$ cat src/rtl/aibnd_clkpol_det.sv
// AIB clock-polarity detector: aligns to a repeating training word (or its inverse), confirms it MATCH_CNT times, reports inv_sel.
// Registered outputs; decisions use registered sr and take effect on the next edge. No flow control; start is level-sampled.
module aibnd_clkpol_det #(
  parameter logic [7:0] TRAIN_WORD = 8'hF1,
  parameter int         MATCH_CNT  = 4,
  parameter int         TIMEOUT    = 1023
) (
  input  logic clk,
  input  logic reset,
  input  logic start,
  input  logic data_in,
  input  logic vccl_aibnd,
  input  logic vssl_aibnd,
  output logic inv_sel,
  output logic lock,
  output logic fail,
  output logic busy
);

  localparam logic [7:0]  INV_WORD  = ~TRAIN_WORD;
  localparam logic [3:0]  MATCH_LIM = 4'(MATCH_CNT);
  localparam logic [15:0] TO_LIM    = 16'(TIMEOUT);

  typedef enum logic [2:0] {IDLE, SEARCH, VERIFY, LOCKED, FAIL} state_t;

  state_t      state, state_n;
  logic [7:0]  sr, sr_n;
  logic [3:0]  scnt, scnt_n;
  logic [15:0] tcnt, tcnt_n;
  logic [3:0]  mcnt, mcnt_n;
  logic [2:0]  phase, phase_n;
  logic        pol, pol_n;
  logic        inv_n;
  logic        timeout;
  logic [7:0]  exp_word;

  logic unused_pwr;
  assign unused_pwr = vccl_aibnd ^ vssl_aibnd;

  assign timeout  = (tcnt == TO_LIM);
  assign exp_word = pol ? INV_WORD : TRAIN_WORD;

  always_ff @(posedge clk) begin
    if (reset) begin
      state   <= IDLE;
      sr      <= '0;
      scnt    <= '0;
      tcnt    <= '0;
      mcnt    <= '0;
      phase   <= '0;
      pol     <= 1'b0;
      inv_sel <= 1'b0;
    end else begin
      state   <= state_n;
      sr      <= sr_n;
      scnt    <= scnt_n;
      tcnt    <= tcnt_n;
      mcnt    <= mcnt_n;
      phase   <= phase_n;
      pol     <= pol_n;
      inv_sel <= inv_n;
    end
  end

  always_comb begin
    state_n = state;
    sr_n    = sr;
    scnt_n  = scnt;
    tcnt_n  = tcnt;
    mcnt_n  = mcnt;
    phase_n = phase;
    pol_n   = pol;
    inv_n   = inv_sel;
    case (state)
      IDLE, LOCKED, FAIL: begin
        if (start) begin
          state_n = SEARCH;
          sr_n    = '0;
          scnt_n  = '0;
          tcnt_n  = '0;
          mcnt_n  = '0;
        end
      end
      SEARCH: begin
        sr_n   = {sr[6:0], data_in};
        tcnt_n = tcnt + 16'd1;
        if (scnt != 4'd8) scnt_n = scnt + 4'd1;
        if (scnt == 4'd8 && (sr == TRAIN_WORD || sr == INV_WORD)) begin
          pol_n   = (sr == INV_WORD);
          mcnt_n  = 4'd1;
          phase_n = 3'd0;
          // A single required match is already lock-producing, so it beats timeout.
          if (MATCH_LIM == 4'd1) begin
            state_n = LOCKED;
            inv_n   = pol_n;
          end else if (timeout) begin
            state_n = FAIL;
          end else begin
            state_n = VERIFY;
          end
        end else if (timeout) begin
          state_n = FAIL;
        end
      end
      VERIFY: begin
        sr_n    = {sr[6:0], data_in};
        tcnt_n  = tcnt + 16'd1;
        phase_n = phase + 3'd1;
        if (phase == 3'd7) begin
          if (sr == exp_word) begin
            mcnt_n = mcnt + 4'd1;
            if (mcnt_n == MATCH_LIM) begin
              state_n = LOCKED;
              inv_n   = pol;
            end else if (timeout) begin
              state_n = FAIL;
            end
          end else begin
            // Sample counter stays full so the next SEARCH edge can realign at once.
            mcnt_n  = 4'd0;
            scnt_n  = 4'd8;
            state_n = timeout ? FAIL : SEARCH;
          end
        end else if (timeout) begin
          state_n = FAIL;
        end
      end
      default: state_n = IDLE;
    endcase
  end

  assign busy = (state == SEARCH) || (state == VERIFY);
  assign lock = (state == LOCKED);
  assign fail = (state == FAIL);

endmodule

$ cat config.mk
export PLATFORM = sky130hd
export DESIGN_NAME = aibnd_clkpol_det
export DESIGN_NICKNAME = d
export VERILOG_FILES = /design/src/rtl/aibnd_clkpol_det.sv
export SDC_FILE = /design/constraint.sdc
export NUM_CORES = 1
export LEC_CHECK = 0
export ABC_CLOCK_PERIOD_IN_PS = 2960
export BUFFER_PORTS_ARGS = -buffer_cell sky130_fd_sc_hd__buf_2
export CELL_PAD_IN_SITES_DETAIL_PLACEMENT = 1
export CELL_PAD_IN_SITES_GLOBAL_PLACEMENT = 2
export CORE_AREA = 8 8 86 88
export DETAILED_ROUTE_END_ITERATION = 8
export DIE_AREA = 0 0 94 96
export HOLD_SLACK_MARGIN = 0.06
export PLACE_DENSITY_LB_ADDON = 0.1
export SLEW_MARGIN = 20
export SYNTH_ARGS = -nofsm -noshare
export SYNTH_HDL_FRONTEND = slang
export SYNTH_SLANG_ARGS = --single-unit
$ cat constraint.sdc
create_clock -name clk -period 2.96 [get_ports clk]
set_input_delay 0 -clock clk [delete_from_list [all_inputs] [get_ports clk]]
set_output_delay 0 -clock clk [all_outputs]
set_load 0.02 [all_outputs]
==> flow_summary.json <==
{
  "setup_viol": 0,
  "ios": 10,
  "ys_top_cells_by_area": "dfxtp_1 (39%), nor2_1 (5.5%), ha_1 (3.6%)",
  "fillCellCount": 725,
  "path_class": "register to output port",
  "critPathCaptureType": "output port",
  "grt_pass1_vias": 1878,
  "drv_cap": 0,
  "cts.clk_slew.worst_paths_ns": 0.08,
  "irDropWorstVdd_v": 0.000197,
  "syn-cell-area_mm2": 0.00206,
  "grt_max_degree": 31,
  "wl_um": 5170,
  "drt_first_pass_iters": 4,
  "grt_pass1_wl_um": 8970,
  "min_from": "reset",
  "yosysWarnings": 0,
  "crit_family": "simple AND/OR/NAND/NOR gates",
  "cts_tree": "done",
  "fin_setup_tns_ns": 0,
  "synth_top_area_cell": "dfxtp_1",
  "max_freq_ghz": 0.479,
  "required_ns": 2.96,
  "timing.slew.headroom_pct": 53.8,
  "core_mm2": 0.00610,
  "seqCellArea_um2": 801,
  "cpMaxStageDelayCell": "or3b_1",
  "htreeDepth": 2,
  "gp_congestion": 0.729,
  "synth_seq_area_share_pct": 38.8,
  "cts_buffers": 5,
  "worstMarginPinSlew_ns": 0.690,
  "fin_crit_sh_pct": 70.6,
  "clock_path_buffers": 2,
  "initial_utilization_pct": 33.9,
  "via_count": 1803,
  "post_synth.cell_area_avg_um2": 8.29,
  "drt_iter0_markers": 31,
  "regToRegStartpoint": "phase[0]$_SDFFE_PP0P_",
  "die_h_um": 96,
  "multi_input_area_mm2": 0.00117,
  "cts_num_sinks": 40,
  "hold_viol_final": 0,
  "fp.dieW_um": 94,
  "grt_overflow": 0,
  "status": "complete, no violations",
  "rows": 29,
  "track_usage_pct": 12.6,
  "post-route-cell-area_mm2": 0.00230,
  "path_buf_inv": 1,
  "yosys.area.top_type_share_pct": 38.8,
  "synthFlopType": "dfxtp_1",
  "power.density_mw_per_mm2": 469,
  "routedWlPerCell_um": 15.5,
  "antenna_cells": 0,
  "mostFrequentLayoutCell": "dfxtp_1",
  "max_stage_delay_ns": 0.59,
  "final_cell_mix": "dfxtp_1 (40), nor2_1 (30), nand2_1 (14), a21oi_1 (14), nor3_1 (11)",
  "slew_violations": 0,
  "synth_edf_count": 0,
  "placed_area_mm2": 0.00217,
  "critPathLaunch": "state[1]$_SDFFE_PP0N_",
  "cp_max_fo": 13,
  "detail_route.vias_per_cell": 5.40,
  "drc": 0,
  "synth_nets": 261,
  "area_growth_pct": 11.3,
  "clockRootBuffer": "clkbuf_8",
  "synth-async-reset-ratio_pct": 0,
  "crit_chain": "or3b_1, nand2_1, buf_2",
  "fin_crit_ns": 2.09,
  "ant_nets": 0,
  "critPathArrivalTime_ns": 2.09,
  "synth_seq_cells": 40,
  "critPathLaunchType": "register",
  "fin_ws_ns": 0.872,
  "dieArea_mm2": 0.00902,
  "ys_types": 49,
  "post-dp-hpwl_um": 3700,
  "clk_latency_ns": 0.29,
  "fin_nets": 268,
  "port_buffers": 7,
  "skew_ns": 0.00657,
  "synthCells": 249,
  "p_leak_nw": 0.786,
  "hold_class": "input pin to register",
  "drive_above_1_share_pct": 8.56,
  "antenna_found_initial": 0,
  "rsz0062_at_grt": "no",
  "place_worst_setup_slack_ns": 0.890
}
-- synth_stat cells (2+ instances only) --
master,n
nand4_1,5
buf_2,6
a22oi_1,9
or3_1,5
nor2_1,30
nor4_1,4
nand2_1,14
o21ai_0,7
a21oi_1,14
nor3_1,11
and2_1,5
and3_1,5
nand3_1,10
a21o_1,2
nand2b_1,3
o211ai_1,2
o21bai_1,2
o21a_1,3
xor2_1,5
or2_1,2
nand4b_1,2
clkbuf_1,7
o21ai_1,5
dfxtp_1,40
o31ai_1,2
a221oi_1,2
a211oi_1,2
inv_1,9
o32ai_1,2
ha_1,6
or3b_1,2
xnor2_1,7
nor3b_1,3
-- registers in the layout, summed over array words and instances, names as in the netlist --
name / flops
sr: 8
mcnt: 4
state: 3
inv_sel: 1
tcnt: 16
pol: 1
phase: 3
scnt: 4
-- final cells by class --
| class | count | area share, % |
|---|---|---|
| Multi-Input combinational cell | 187 | 51.1 |
| Sequential cell | 40 | 34.9 |
| Tap cell | 77 | 4.19 |
| Timing Repair Buffer | 13 | 3.70 |
| Clock buffer | 6 | 3.16 |
| Clock inverter | 2 | 1.53 |
| Inverter | 9 | 1.47 |
-- worst paths after layout --
kind | to | slack, ns | cells after the start
max | busy | 0.87 | 3
min | sr[1]$_SDFFE_PP0P_ | 0.18 | 2
max reg2reg | state[1]$_SDFFE_PP0N_ | 0.89 | 7
min reg2reg | phase[1]$_SDFFE_PP0P_ | 0.48 | 2
-- routing by layer --
metal / track usage, % / vias up / share of wire, %
met5: 0 / - / 0
met4: 5.81 / 0 / 2.1
met3: 2.89 / 9 / 1.7
met2: 21.8 / 10 / 49
met1: 14.4 / 871 / 47
li1: - / 913 / -
-- cells by family (layout without fill, tap and decap cells) --
family | after synthesis | in the layout | synth area share (%)
compound gates | 60 | 60 | 19.8
xor+xnor | 12 | 12 | 5.09
simple gates | 109 | 109 | 28.3
fa+ha+maj | 6 | 6 | 3.64
flops | 40 | 40 | 38.8
buf+inv | 22 | 30 | 4.36
-- metrics by stage --
step           util [%]  cells  power [mW]  hold slack (ns)
3_5_place_dp       35.6    324       0.644            0.272
2_1_floorplan         -    249       0.622            0.163
4_1_cts            37.7    334        1.10            0.194
5_1_grt            37.7    334        1.13            0.203
6_report           37.7    334        1.08            0.184
3_3_place_gp       35.6    324       0.644            0.256
-- report_power, final --
part | switching [mW] | internal [mW] | leakage (nW)
Clock | 0.194 | 0.250 | 0.0552
Sequential | 0.00867 | 0.545 | 0.323
Combinational | 0.0509 | 0.0275 | 0.408
Total | 0.254 | 0.823 | 0.786
-- what timing repair did --
action	CTS	global route
setup buffers	0	0
resized for setup	0	0
hold buffers	2	0
endpoints found under the hold margin	2	0
Power figures use the tool's default switching activity.
